### src/rtl/dht_sched_pkg.sv
// Shared state encoding and default timing for the DHT11 read scheduler.
package dht_sched_pkg;

  typedef enum logic [2:0] {
    ST_IDLE      = 3'd0,
    ST_GAP       = 3'd1,
    ST_START     = 3'd2,
    ST_WAIT_DONE = 3'd3,
    ST_EVAL      = 3'd4
  } sched_state_e;

  localparam int DEF_CLK_HZ       = 100_000_000;
  localparam int DEF_PERIOD_MS    = 2000;
  localparam int DEF_MIN_GAP_MS   = 1000;
  localparam int DEF_RETRY_GAP_MS = 1100;
  localparam int DEF_TIMEOUT_MS   = 30;
  localparam int DEF_MAX_RETRY    = 3;

  function automatic int max_int(input int a, input int b);
    return (a > b) ? a : b;
  endfunction

endpackage

### src/rtl/dht11_scheduler_tick_gen.sv
// Free-running 1 ms tick: a down-counter that reloads at terminal count.
module tick_gen_1m #(
  parameter int CLK_HZ = 100_000_000
) (
  input  logic clk_i,
  input  logic rst_i,
  output logic tick_o
);

  localparam int DIV   = CLK_HZ / 1000;
  localparam int CNT_W = (DIV > 2) ? $clog2(DIV) : 1;

  logic [CNT_W-1:0] cnt_q;

  always_ff @(posedge clk_i) begin
    if (rst_i) begin
      cnt_q <= '0;
    end else if (cnt_q == '0) begin
      cnt_q <= CNT_W'(DIV - 1);
    end else begin
      cnt_q <= cnt_q - 1'b1;
    end
  end

  assign tick_o = (cnt_q == '0);

endmodule

### src/rtl/dht11_scheduler.sv
// DHT11 periodic read scheduler: spacing, timeout recovery, retries, last-good data hold.
// States: IDLE=off | GAP=spacing wait | START=pulse | WAIT_DONE=await done/timeout | EVAL=judge. DHT_SCHED_STATS_EN adds counters.
module dht11_scheduler
  import dht_sched_pkg::*;
#(
  parameter int CLK_HZ       = DEF_CLK_HZ,
  parameter int PERIOD_MS    = DEF_PERIOD_MS,
  parameter int MIN_GAP_MS   = DEF_MIN_GAP_MS,
  parameter int RETRY_GAP_MS = DEF_RETRY_GAP_MS,
  parameter int TIMEOUT_MS   = DEF_TIMEOUT_MS,
  parameter int MAX_RETRY    = DEF_MAX_RETRY
) (
  input  logic        clk_i,
  input  logic        rst_i,
  input  logic        enable_i,
  input  logic        trig_i,
  output logic        dht_start_o,
  output logic        dht_rst_o,
  input  logic        dht_done_i,
  input  logic        dht_valid_i,
  input  logic [15:0] dht_humidity_i,
  input  logic [15:0] dht_temperature_i,
  output logic [15:0] humidity_o,
  output logic [15:0] temperature_o,
  output logic        data_valid_o,
  output logic        update_o,
  output logic        fail_o,
  output logic        busy_o,
  output logic [2:0]  state_dbg_o
`ifdef DHT_SCHED_STATS_EN
  ,
  output logic [15:0] ok_cnt_o,
  output logic [15:0] err_cnt_o,
  output logic [15:0] timeout_cnt_o
`endif
);

  localparam int MS_W = $clog2(max_int(PERIOD_MS, RETRY_GAP_MS) + 1);
  localparam int RC_W = (MAX_RETRY > 1) ? $clog2(MAX_RETRY + 1) : 1;

  localparam logic [MS_W-1:0] PERIOD_C    = MS_W'(PERIOD_MS);
  localparam logic [MS_W-1:0] MIN_GAP_C   = MS_W'(MIN_GAP_MS);
  localparam logic [MS_W-1:0] RETRY_GAP_C = MS_W'(RETRY_GAP_MS);
  localparam logic [MS_W-1:0] TIMEOUT_C   = MS_W'(TIMEOUT_MS);
  localparam logic [RC_W-1:0] RETRY_LAST_C = RC_W'(MAX_RETRY - 1);

  sched_state_e    state_q;
  logic            tick_1ms;
  logic [MS_W-1:0] ms_cnt_q, ms_cnt_d, gap_target_q;
  logic [RC_W-1:0] retry_cnt_q;
  logic            pending_q, done_q, timeout_q;
  logic            dht_start_q, dht_rst_q, update_q, fail_q, busy_q, data_valid_q;
  logic [15:0]     humidity_q, temperature_q;

  tick_gen_1m #(.CLK_HZ(CLK_HZ)) u_tick (
    .clk_i  (clk_i),
    .rst_i  (rst_i),
    .tick_o (tick_1ms)
  );

  assign ms_cnt_d = (ms_cnt_q == '1) ? ms_cnt_q : ms_cnt_q + 1'b1;

  always_ff @(posedge clk_i) begin
    if (rst_i) begin
      state_q       <= ST_IDLE;
      ms_cnt_q      <= '0;
      gap_target_q  <= '0;
      retry_cnt_q   <= '0;
      pending_q     <= 1'b0;
      done_q        <= 1'b0;
      timeout_q     <= 1'b0;
      dht_start_q   <= 1'b0;
      dht_rst_q     <= 1'b0;
      update_q      <= 1'b0;
      fail_q        <= 1'b0;
      busy_q        <= 1'b0;
      data_valid_q  <= 1'b0;
      humidity_q    <= '0;
      temperature_q <= '0;
    end else begin
      done_q      <= dht_done_i;
      dht_start_q <= 1'b0;
      dht_rst_q   <= 1'b0;
      update_q    <= 1'b0;
      fail_q      <= 1'b0;
      if (tick_1ms) ms_cnt_q <= ms_cnt_d;

      unique case (state_q)
        ST_IDLE: begin
          if (enable_i) begin
            state_q      <= ST_GAP;
            gap_target_q <= MIN_GAP_C;
            ms_cnt_q     <= '0;
          end
        end
        ST_GAP: begin
          if (!enable_i) begin
            state_q   <= ST_IDLE;
            pending_q <= 1'b0;
          end else if ((ms_cnt_q >= gap_target_q) ||
                       ((pending_q || trig_i) && (ms_cnt_q >= MIN_GAP_C))) begin
            state_q     <= ST_START;
            pending_q   <= 1'b0;
            ms_cnt_q    <= '0;
            dht_start_q <= 1'b1;
            busy_q      <= 1'b1;
          end else if (trig_i) begin
            pending_q <= 1'b1;
          end
        end
        ST_START: begin
          state_q   <= ST_WAIT_DONE;
          timeout_q <= 1'b0;
          if (trig_i) pending_q <= 1'b1;
        end
        ST_WAIT_DONE: begin
          if (trig_i) pending_q <= 1'b1;
          // Only the falling edge matters: data registers settle while done is high.
          if (done_q && !dht_done_i) begin
            state_q <= ST_EVAL;
          end else if (ms_cnt_q == TIMEOUT_C) begin
            state_q   <= ST_EVAL;
            timeout_q <= 1'b1;
            dht_rst_q <= 1'b1;
          end
        end
        ST_EVAL: begin
          ms_cnt_q <= '0;
          busy_q   <= 1'b0;
          if (enable_i) begin
            state_q <= ST_GAP;
            if (trig_i) pending_q <= 1'b1;
          end else begin
            state_q   <= ST_IDLE;
            pending_q <= 1'b0;
          end
          if (!timeout_q && dht_valid_i) begin
            humidity_q    <= dht_humidity_i;
            temperature_q <= dht_temperature_i;
            update_q      <= 1'b1;
            data_valid_q  <= 1'b1;
            retry_cnt_q   <= '0;
            gap_target_q  <= PERIOD_C;
          end else if (retry_cnt_q == RETRY_LAST_C) begin
            fail_q       <= 1'b1;
            retry_cnt_q  <= '0;
            gap_target_q <= PERIOD_C;
          end else begin
            retry_cnt_q  <= retry_cnt_q + 1'b1;
            gap_target_q <= RETRY_GAP_C;
          end
        end
        default: state_q <= ST_IDLE;
      endcase
    end
  end

  assign dht_start_o   = dht_start_q;
  assign dht_rst_o     = dht_rst_q;
  assign humidity_o    = humidity_q;
  assign temperature_o = temperature_q;
  assign data_valid_o  = data_valid_q;
  assign update_o      = update_q;
  assign fail_o        = fail_q;
  assign busy_o        = busy_q;
  assign state_dbg_o   = state_q;

`ifdef DHT_SCHED_STATS_EN
  logic [15:0] ok_cnt_q, err_cnt_q, timeout_cnt_q;

  always_ff @(posedge clk_i) begin
    if (rst_i) begin
      ok_cnt_q      <= '0;
      err_cnt_q     <= '0;
      timeout_cnt_q <= '0;
    end else if (state_q == ST_EVAL) begin
      if (timeout_q) begin
        if (timeout_cnt_q != '1) timeout_cnt_q <= timeout_cnt_q + 1'b1;
      end else if (dht_valid_i) begin
        if (ok_cnt_q != '1) ok_cnt_q <= ok_cnt_q + 1'b1;
      end else begin
        if (err_cnt_q != '1) err_cnt_q <= err_cnt_q + 1'b1;
      end
    end
  end

  assign ok_cnt_o      = ok_cnt_q;
  assign err_cnt_o     = err_cnt_q;
  assign timeout_cnt_o = timeout_cnt_q;
`endif

endmodule

### config.mk
export PLATFORM = sky130hd
export DESIGN_NAME = dht11_scheduler
export DESIGN_NICKNAME = d
export VERILOG_FILES = /design/src/rtl/dht_sched_pkg.sv /design/src/rtl/dht11_scheduler_tick_gen.sv /design/src/rtl/dht11_scheduler.sv
export SDC_FILE = /design/constraint.sdc
export NUM_CORES = 1
export LEC_CHECK = 0
export ABC_AREA = 1
export CAP_MARGIN = 20
export CORE_AREA = 2 2 93 95
export CTS_CLUSTER_SIZE = 20
export DETAILED_ROUTE_END_ITERATION = 7
export DIE_AREA = 0 0 95 97
export GPL_TIMING_DRIVEN = 0
export PLACE_DENSITY = 0.75
export SLEW_MARGIN = 10
export SYNTH_ARGS = -nofsm -noshare
export SYNTH_HDL_FRONTEND = slang
export SYNTH_HIERARCHICAL = 1
export SYNTH_SLANG_ARGS = --single-unit
### constraint.sdc
create_clock -name clk_i -period 2 [get_ports clk_i]
set_clock_uncertainty 0.1 [all_clocks]
set_input_delay 0.5 -clock clk_i [delete_from_list [all_inputs] [get_ports clk_i]]
set_output_delay 0.5 -clock clk_i [all_outputs]
set_load 0.02 [all_outputs]
# --- Word-level counts from Yosys, hierarchy flattened ---
# Index checks and enable logic that the tools add are counted.
word_totals:
  ff_bits: 85
  input_bits: 38
  out_inout_bits: 41
  word_cells: 99
op_classes:
  n_reduce_logical: 24
  n_eq_ne: 14
  n_bitwise: 4
  muxes: 35
  add_sub_neg: 3
  n_lt_le_gt_ge: 2
op_table:
  columns: ["cell", "count"]
  rows:
  - ["2-to-1 mux 11 bit", 6]
  - ["one-hot mux 11 bit (3 select lines)", 1]
  - ["one-hot mux 11 bit (2 select lines)", 1]
  - ["2-to-1 mux 10 bit", 2]
  - ["zero test 17 bit", 1]
  - ["2-to-1 mux 17 bit", 1]
  - ["subtractor 17 x 1 -> 17 bit, second input constant", 1]
  - ["2-to-1 mux 3 bit", 5]
  - ["one-hot mux 3 bit (5 select lines)", 1]
  - ["2-to-1 mux 1 bit", 13]
  - ["adder 11 x 1 -> 11 bit, second input constant", 1]
  - ["equality test 11 bit, second input constant", 1]
  - ["equality test 11 x 5 -> 1 bit, second input constant", 1]
  - ["greater-or-equal comparator 11 x 10 -> 1 bit, second input constant", 1]
  - ["greater-or-equal comparator 11 bit", 1]
  - ["inequality test 2 bit, second input constant", 5]
  - ["AND reduction 3 bit", 3]
  - ["OR reduction 3 bit", 3]
  - ["equality test 3 x 2 -> 1 bit, second input constant", 2]
  - ["inequality test 3 bit, second input constant", 2]
  - ["nonzero test 2 bit", 3]
  - ["OR reduction 2 bit", 3]
  - ["2-to-1 mux 2 bit", 2]
  - ["inverter 1 bit", 4]
  - ["12 further kinds", 18]

# --- Depth between registers and ports, before layout ---
# Gate-level depths: netlist of run 1.
depth:
  depth_word: 6
  mapped_depth: 14
  depth_no_buf: 13

# --- By module ---
# The synthesis of run 1 kept the hierarchy.
modules_own_cells:
  columns: ["module", "n_inst", "cells_per_inst", "area_per_inst_um2", "seq_area_each_um2"]
  rows:
  - ["dht11_scheduler", 1, 374, 2820.2, 1281.2]
  - ["tick_gen_1m", 1, 122, 889.6, 340.3]

# --- Least setup slack after synthesis of run 1 ---
# Ideal clock, no wire load.
synth_path:
  path_type: "register -> register"
  start: "register u_tick.cnt_q[0]"
  end: "register ms_cnt_q[7]"
  path_buffers: 0
  stages_incl_launch_ff: 13
  synth_period_minus_slack_ns: 2.015
  t_required_ns: 1.836
  setup_time_ns: 0.064
  arrival_time_ns: 1.852
  path_slack_ns: -0.015
  path_cell_list: "dfxtp_1 > inv_1 > ha_1 > nand2_2 > nor2_8 > nand2_2 > nor3_1 > nand3_1 > nor3_1 > nand2_1 > o22ai_1 > a21oi_1 > nor2_1"
synth_between:
  elab_chain_cells: 5
  elab_cells_between_ends: 6
  classes_between: "mux: 5; reduce/logical: 1"
synth_rtl:
  columns: ["element", "line", "text"]
  rows:
  - ["from (decl)", "dht11_scheduler_tick_gen.sv:13", "logic [CNT_W-1:0] cnt_q;"]
  - ["from (signal assigned)", "dht11_scheduler_tick_gen.sv:19", "cnt_q <= CNT_W'(DIV - 1);"]
  - ["from (signal assigned)", "dht11_scheduler_tick_gen.sv:21", "cnt_q <= cnt_q - 1'b1;"]
  - ["zero test 17 bit (*)", "dht11_scheduler_tick_gen.sv:25", "assign tick_o = (cnt_q == '0);"]
  - ["named net tick_1ms", "dht11_scheduler.sv:48", "logic tick_1ms;"]
  - ["2-to-1 mux 11 bit (*)", "dht11_scheduler.sv:86", "if (tick_1ms) ms_cnt_q <= ms_cnt_d;"]
  - ["2-to-1 mux 11 bit", "dht11_scheduler.sv:100", "end else if ((ms_cnt_q >= gap_target_q) ||"]
  - ["2-to-1 mux 11 bit", "dht11_scheduler.sv:97", "if (!enable_i) begin"]
  - ["one-hot mux 11 bit (3 select lines) (*)", "dht11_scheduler.sv:88", "unique case (state_q)"]
  - ["to (signal assigned)", "dht11_scheduler.sv:86", null]
  - ["to (decl)", "dht11_scheduler.sv:49", "logic [MS_W-1:0] ms_cnt_q, ms_cnt_d, gap_target_q;"]
# The timed path passes the listed nets; every way through them passes the cells marked *.
# A chain may end at the register's enable or synchronous reset.

# --- Final worst setup path of run 1 ---
# Same ends and word-level chain as after synthesis.

==> results of run 1 <==
[synth_stat cells (2+ instances only)]
library cell / n / area [um2]
a21oi_1: 26 / 130
buf_2: 5 / 25.0
clkbuf_1: 5 / 18.8
dfxtp_1: 81 / 1620
ha_1: 13 / 163
inv_1: 48 / 180
inv_2: 4 / 15.0
nand2_1: 71 / 267
nand2_2: 10 / 62.6
nand2_4: 2 / 22.5
nand3_1: 20 / 100
nand3_2: 2 / 20.0
nand3b_1: 3 / 22.5
nand4_1: 3 / 18.8
nor2_1: 104 / 390
nor2_2: 17 / 106
nor2_4: 5 / 56.3
nor3_1: 6 / 30.0
o21ai_0: 37 / 185
o21ai_1: 4 / 20.0
o22ai_1: 3 / 18.8
xnor2_1: 4 / 35.0
xor2_1: 5 / 43.8
[kinds of logic after synthesis]
| kind of cell | Yosys count |
|---|---|
| compound gates | 77 |
| xor+xnor | 9 |
| fa+ha+maj | 13 |
| buf+inv | 65 |
| flops | 81 |
| simple gates | 251 |
[critical path: stages, from the launching register on]
cell     delay (ns)
dfxtp_2        0.34
inv_2          0.07
ha_4           0.16
nand2_4        0.07
nor2_8         0.11
nand2_4        0.07
nor3_4         0.26
nand3_2        0.13
nor3_2         0.23
nand2_1        0.11
o22ai_2        0.14
a21oi_1        0.06
nor2_1         0.08
[per-stage QoR]
step	instance area, um2	utilization	setup slack, ns	power, mW
floorplan	3710	-	0.0863	3.12
global placement	4630	0.569	-0.135	3.38
detailed placement	4630	0.569	-0.153	3.44
CTS	4890	0.601	0.00785	4.90
global route	4980	0.613	-0.103	5.37
finish	4980	0.613	0.0305	5.04
[where the power goes]
group | switching (mW) | leakage (nW) | internal [mW]
Clock | 0.574 | 0.122 | 0.857
Sequential | 0.161 | 0.659 | 1.79
Combinational | 0.959 | 1.34 | 0.701
[metal layers]
layer  global-route usage  vias up  share of wire
met4               0.0803        0          0.012
met1                0.240     1539           0.44
li1                     -     1773              -
met3               0.0467        8          0.037
met5                    0        -              0
met2                0.339       67           0.51
[cell usage in the layout, fill, tap and decap left out, types with 12 or more instances in the layout]
| master | Yosys | routed |
|---|---|---|
| a21oi_1 | 26 | 25 |
| clkdlybuf4s50_1 | 0 | 75 |
| dfxtp_1 | 81 | 77 |
| ha_1 | 13 | 12 |
| inv_1 | 48 | 46 |
| nand2_1 | 71 | 70 |
| nand3_1 | 20 | 19 |
| nor2_1 | 104 | 102 |
| nor2_2 | 17 | 18 |
| o21ai_0 | 37 | 37 |
[repair_timing]
action,CTS,global route
setup endpoints to repair,9,11
setup buffers,0,7
pin swaps,0,7
resized for setup,8,14
[area by class of cell]
cell class              instances  share of cell area
multi-input cells             350               0.380
flip-flops and latches         81               0.326
repair buffers                 85               0.166
inverters                      53              0.0399
clock buffers                  10              0.0276
well taps                     105              0.0264
clock inverters                 5              0.0208
plain buffers                  12              0.0121
[registers in the layout, indices dropped and copies added (netlist names), 2 cells and up]
name           count
temperature_o     16
gap_target_q       7
retry_cnt_q        2
u_tick/cnt_q      17
ms_cnt_q          11
state_dbg_o        3
humidity_o        16
[worst paths after layout]
| check | startpoint | to | depth (start not counted) |
|---|---|---|---|
| worst min register to register | u_tick/cnt_q[0] | u_tick/cnt_q[0] | 1 |
| worst max register to register | u_tick/cnt_q[0] | ms_cnt_q[7] | 12 |
| worst min-delay path | u_tick/cnt_q[0] | u_tick/cnt_q[0] | 1 |
| worst max-delay path | u_tick/cnt_q[0] | ms_cnt_q[7] | 12 |
==> impl_results.md, run 1 <==
- Status: complete, no violations
- Die width: 95 um
- Count of final max-slew check failures: 0
- Yosys cell types: between 40 and 50
- Multiplexer area fraction after synthesis: 0
- Worst hold margin: between 0.3 and 0.4 ns
- Max Freq: 508 MHz
- Layout Area Growth over Synthesis: 34.3%
- Die Y: 97 um
- Setup violations, final: 0
- Post-Syn Area per Cell: 7.48 um2
- Peak supply drop: 603 uV
- Placement Rows: 33
- Vias: 3387
- Vias in the first global route: 3341
- Post-Synth XOR/XNOR Area: 0.0212
- PwrDens: 1010 nW/um2
- Largest net degree at the start of global routing: 14
- Clock buffer depth: 2
- Num CTS Buffers: 9
- GP Congestion: 0.868
- Initial core utilization: 0.456
- Initial detailed-routing violation count: between 100 and 150
- WL final: slightly below 9000 um
- CTS Sinks: 81
- Seq/Total Area, Yosys: 0.437
- Final Non-Filler Cells: approximately 700
- Worst-path fanout max: 5
- Global-route usage over all layers: 0.200
- Buffers on Ports: 78
- DR WL/cell: 12.5 um
- H-tree levels: 3
- Synth Instances: 496
- Layout cells sized above 1: 0.151
- Crit. End Element: flip-flop
- Initial antenna violation count: 0
- EDFF count, synth: 0
- Mapped Area: 3710 um2
- 1st-pass router iterations: 5
- CP required: 2.19 ns
- Fillers: 696
- Share of flip-flops with an asynchronous set or reset: 0
- Clk_lat worst skew: roughly 0.35 ns
- Reg area: 1630 um2
- I/O pins: 79
- Setup TNS: 0 ns
- Simple-Gate Fraction of Synth Area: 0.317
- GR Overflow Total: 0
- Via density per instance: 4.83
- Worst slew margin: 0.692
- DRC Markers: 0
- Post-Syn Nets: 547
- Routed Antenna Nets: 0
- Setup repair after global routing missed its margin: true
- Seq cells post-synth: 81
- LEAKAGE: 2.12 nW
- Area of the multi-input gates: 1900 um2
- Die area: 9220 um2
- Adder-Cell Fraction of Synth Area: 0.0438
- FF-to-FF setup slack: 0.03 ns
- Final #Nets: 643
- DP Wirelength: between 6000 and 7000 um
- CTS tree: done
- First-pass GRT wire length: approximately 15000 um
- Tightest Pin Transition: 0.463 ns
- Root Buffer: clkbuf_8
- Min Tclk post-route: 1.97 ns
- Antenna fix cells: 0
- Total of max-cap violations: 0
- Compound-Gate Fraction of Synth Area: 0.111
- Critical Path Source Type: flip-flop
- Reg clk slew, reported paths: 0.09 ns
- Fin. Hold Viols: 0
- Largest family of logic cells by synthesized area: simple AND/OR/NAND/NOR gates
- Synth Flop Type: dfxtp_1
- Tcrit/Tclk final: 0.985
- CP Data Arrival Time: 2.16 ns
- Critical path type: flip-flop to flip-flop
- Core Area: slightly above 8000 um2
- Dpl cells: around 680
- Min-Delay Path Class: flip-flop to flip-flop
- Cts hold-fix bufs: 0
- Synth Warn #: 6
Power figures use the tool's default switching activity.
==> run 2: changes to the inputs <==
ABC_AREA = default   (was 1)
CORE_AREA = 2 2 92 94   (was 2 2 93 95)
DIE_AREA = 0 0 94 96   (was 0 0 95 97)
PLACE_DENSITY = 0.74   (was 0.75)
==> run 2 against run 1 <==
  * Combinational power is 7% lower
  * Total power is 4.1% lower
  * Highest routed layer unchanged
  * The run now ends with negative setup slack left
  * Largest cell class unchanged
  * Cell count is 8.8% lower
  * Critical path depth stayed put
  * Synthesized area is 5.5% lower
  * Hold slack better by 0.0057 ns
  * Die area is 2.1% lower
==> impl_results.md, run 2 <==
- Biggest register: u_tick/cnt_q (unchanged)
- Initial antenna violation count: 0 (unchanged)
- Clk_lat worst skew: 0.36 ns (was 0.35 ns)
- Worst R2R Start: u_tick/cnt_q[1] (was u_tick/cnt_q[0])
- Setup TNS: -3.17 ns (was 0 ns)
- Reg clk slew, reported paths: 0.09 ns (about the same)
- Synth Flop Type: dfxtp_1 (unchanged)
- I/O pins: 79 (unchanged)
- H-tree levels: 3 (unchanged)
- Total of max-cap violations: 0 (unchanged)
- Yosys cell types: 51 (was 41)
- Core Area: 8050 um2 (was 8130 um2)
- Hold Path Depth: 2 (was 1)
- Initial detailed-routing violation count: 117 (was 105)
- DRC Markers: 0 (unchanged)
- Setup violations, final: 14 (was 0)
- Compound-Gate Fraction of Synth Area: 0.163 (was 0.111)
- Failing checks: negative setup slack
- Hold EP: temperature_o[2] (was u_tick/cnt_q[0])
- Synth Instances: 427 (was 496)
- Top delay family on crit path: simple AND/OR/NAND/NOR gates (unchanged)
- FF-to-FF setup slack: -0.36 ns (was 0.03 ns)
- Buffers on Ports: 78 (unchanged)
- Routed Antenna Nets: 0 (unchanged)
- Num CTS Buffers: 9 (unchanged)
- Seq cells post-synth: 81 (unchanged)
- Multiplexer area fraction after synthesis: 0.00571 (was 0)
- Simple-Gate Fraction of Synth Area: 0.248 (was 0.317)
- Clock buffer depth: 2 (unchanged)
- Die width: 94 um (was 95 um)
- Synth area leader: dfxtp_1 (unchanged)
- Layout Area Growth over Synthesis: 38.0% (was 34.3%)
- Layout cells sized above 1: 0.137 (was 0.151)
- LEAKAGE: 1.76 nW (was 2.12 nW)
- Die Y: 96 um (was 97 um)
- Largest net degree at the start of global routing: 16 (was 14)
- First-pass GRT wire length: 14400 um (was 14800 um)
- EDFF count, synth: 0 (unchanged)
- Global-route usage over all layers: 0.201 (was 0.200)
- Slowest-stage cell, CP: or4b_4 (was dfxtp_2)
- Top cells by area, synth: dfxtp_1, nand2_1, a21oi_1, ha_1, nor2_1 (was dfxtp_1, nor2_1, nand2_1, o21ai_0, inv_1)
- Vias: 3347 (was 3387)
- Max FFs per register: 17 (unchanged)
- Status: finished, violations left (was complete, no violations)
- Fin. Hold Viols: 0 (unchanged)
- 1st-pass router iterations: 4 (was 5)
- Post-route design area: 4840 um2 (was 4980 um2)
- Hold Startpoint: temperature_o[2] (was u_tick/cnt_q[0])
- Root Buffer: clkbuf_8 (unchanged)
- Final #Nets: 580 (was 643)
- Post-Syn Nets: 478 (was 547)
- Synth Warn #: 6 (unchanged)
- Dpl cells: 610 (was 679)
- Most frequent cells in the layout: nand2_1, dfxtp_1, clkdlybuf4s50_1 (was nor2_1, dfxtp_1, clkdlybuf4s50_1)
- Crit path largest cell delay: 0.46 ns (was 0.34 ns)
- WL final: 9050 um (was 8730 um)
- Post-Syn Area per Cell: 8.21 um2 (was 7.48 um2)
- Tightest Pin Transition: 0.493 ns (was 0.463 ns)
- Critical Path Source Type: flip-flop (unchanged)
- Die area: 9020 um2 (was 9220 um2)
- Fillers: 721 (was 696)
- Post-Synth XOR/XNOR Area: 0.0300 (was 0.0212)
- Share of flip-flops with an asynchronous set or reset: 0 (unchanged)
- Count of final max-slew check failures: 0 (unchanged)
- Antenna fix cells: 0 (unchanged)
- Critical path type: flip-flop to flip-flop (unchanged)
- Most common cell after layout, fill and taps aside: nand2_1 (was nor2_1)
- GR Overflow Total: 0 (unchanged)
- Vias in the first global route: 3069 (was 3341)
- Final Non-Filler Cells: 639 (was 701)
- Via density per instance: 5.24 (was 4.83)
- Worst-path fanout max: 5 (unchanged)
- Reg2reg end: ms_cnt_q[4] (was ms_cnt_q[7])
- Seq/Total Area, Yosys: 0.463 (was 0.437)
- Most frequent cells after synthesis: dfxtp_1, nand2_1, a21oi_1, nor2_1, inv_1 (was nor2_1, dfxtp_1, nand2_1, inv_1, o21ai_0)
- Initial core utilization: 0.435 (was 0.456)
- GP Congestion: 0.861 (was 0.868)
- PwrDens: 998 nW/um2 (was 1010 nW/um2)
- Largest family of logic cells by synthesized area: simple AND/OR/NAND/NOR gates (unchanged)
- Crit. End Element: flip-flop (unchanged)
- Min-Delay Path Class: flip-flop to flip-flop (unchanged)
- Tcrit/Tclk final: 1.18 (was 0.985)
- CP Cell Sequence: inv_2 -> ha_4 -> or4b_4 -> nor3_2 -> nand4_1 -> inv_2 -> buf_4 -> and4_1 -> nand2_1 -> a21o_1 -> o21ai_1 -> nor3_1 (was inv_2 -> ha_4 -> nand2_4 -> nor2_8 -> nand2_4 -> nor3_4 -> nand3_2 -> nor3_2 -> nand2_1 -> o22ai_2 -> a21oi_1 -> nor2_1)
- Setup WS post-layout: -0.358 ns (was 0.0305 ns)
- CP Data Arrival Time: 2.50 ns (was 2.16 ns)
- Worst slew margin: 0.672 (was 0.692)
- Buf/Inv on CP: 3 (was 1)
- Yosys top cell area share: 0.463 (was 0.437)
- Max Freq: 424 MHz (was 508 MHz)
- DP Wirelength: 6280 um (was 6470 um)
- DR WL/cell: 14.2 um (was 12.5 um)
- CTS Sinks: 81 (unchanged)
- Post-Place Cell Area: 4460 um2 (was 4630 um2)
- Critical Path Most Common Cell: inv_2 (was nand2_4)
- Placement Rows: 33 (unchanged)
- R2R depth: 12 (unchanged)
- Peak supply drop: 480 uV (was 603 uV)
- Setup repair after global routing missed its margin: true (unchanged)
- CP required: 2.14 ns (was 2.19 ns)
- Min Tclk post-route: 2.36 ns (was 1.97 ns)
- Adder-Cell Fraction of Synth Area: 0.0464 (was 0.0438)
- Mapped Area: 3510 um2 (was 3710 um2)
- CTS tree: done (unchanged)
- Most frequent cell after synthesis: dfxtp_1 (was nor2_1)
run 2: changes by cell type in the layout (fill, tap and decap cells not counted), moves of 5 or more:
cell	previous run	this run
a21oi_1	25	55
a31oi_1	0	5
inv_1	46	15
nand2_1	70	79
nand2_2	9	0
nand3_1	19	6
nor2_1	102	35
nor2_2	18	2
nor2_4	6	1
nor3_1	4	14
o21ai_0	37	9
or3_1	0	5
run 2: area by class of cell:
type	instances	area, um2	area share
flip-flops and latches	81	1630	0.336
multi-input cells	308	1810	0.374
repair buffers	94	918	0.190
clock inverters	7	78.8	0.0163
clock buffers	9	124	0.0256
inverters	19	71.3	0.0147
plain buffers	16	76.3	0.0158
well taps	105	131	0.0272
run 2: kinds of logic (layout without fill, tap and decap cells):
family,count (synthesis),in the layout
AOI/OAI and AO/OA,99,99
xor gates and xnor gates,12,12
adders and majority gates,13,13
buffers and inverters,38,145
DFF,81,81
muxes,2,2
and+or+nand+nor,182,182
run 2: layer usage:
metal  global-route usage  vias up  routed length (um)
li1                     -     1690                   -
met3               0.0313       14                 285
met4               0.0821        0                 146
met1                0.256     1586                3990
met5                    0        -                   0
met2                0.342       57                4620
run 2: stage by stage:
| step | hold WS (ns) | setup slack, ns | total power, mW | utilization |
|---|---|---|---|---|
| floorplan | 0.324 | -0.337 | 2.97 | - |
| global placement | 0.337 | -0.508 | 3.24 | 0.554 |
| detailed placement | 0.346 | -0.581 | 3.28 | 0.554 |
| CTS | 0.358 | -0.301 | 4.74 | 0.596 |
| global route | 0.371 | -0.519 | 5.11 | 0.601 |
| finish | 0.358 | -0.358 | 4.83 | 0.601 |
run 2: power by group:
| part | leakage (nW) | internal (mW) | total (mW) | switching (mW) |
|---|---|---|---|---|
| combinational | 1.00 | 0.793 | 1.55 | 0.758 |
| sequential | 0.658 | 1.80 | 2.04 | 0.243 |
| clock | 0.0977 | 0.589 | 1.23 | 0.645 |
| total | 1.76 | 3.18 | 4.83 | 1.64 |
run 2: how the worst max path moves through the flow:
stage	start	to	cells after the start
final	u_tick/cnt_q[1]	ms_cnt_q[4]	12
after global routing	u_tick/cnt_q[1]	ms_cnt_q[7]	11
after CTS	u_tick/cnt_q[1]	ms_cnt_q[4]	12
after detailed placement	u_tick/cnt_q[1]	ms_cnt_q[8]	12
after global placement	u_tick/cnt_q[0]	ms_cnt_q[8]	12
after floorplan	u_tick/cnt_q[1]	ms_cnt_q[7]	12
run 2: worst min-delay path, cell delays in order, from the launching register on:
cell	delay [ns]
dfxtp_1	0.32
nand2_1	0.05
a21oi_1	0.05
run 2: timing repair:
| action | CTS | global route |
|---|---|---|
| endpoints found under the setup margin | 30 | 53 |
| pin swaps | 8 | 6 |
| buffers inserted | 15 | 3 |
| hold buffers | 0 | 0 |
| resized for setup | 15 | 12 |
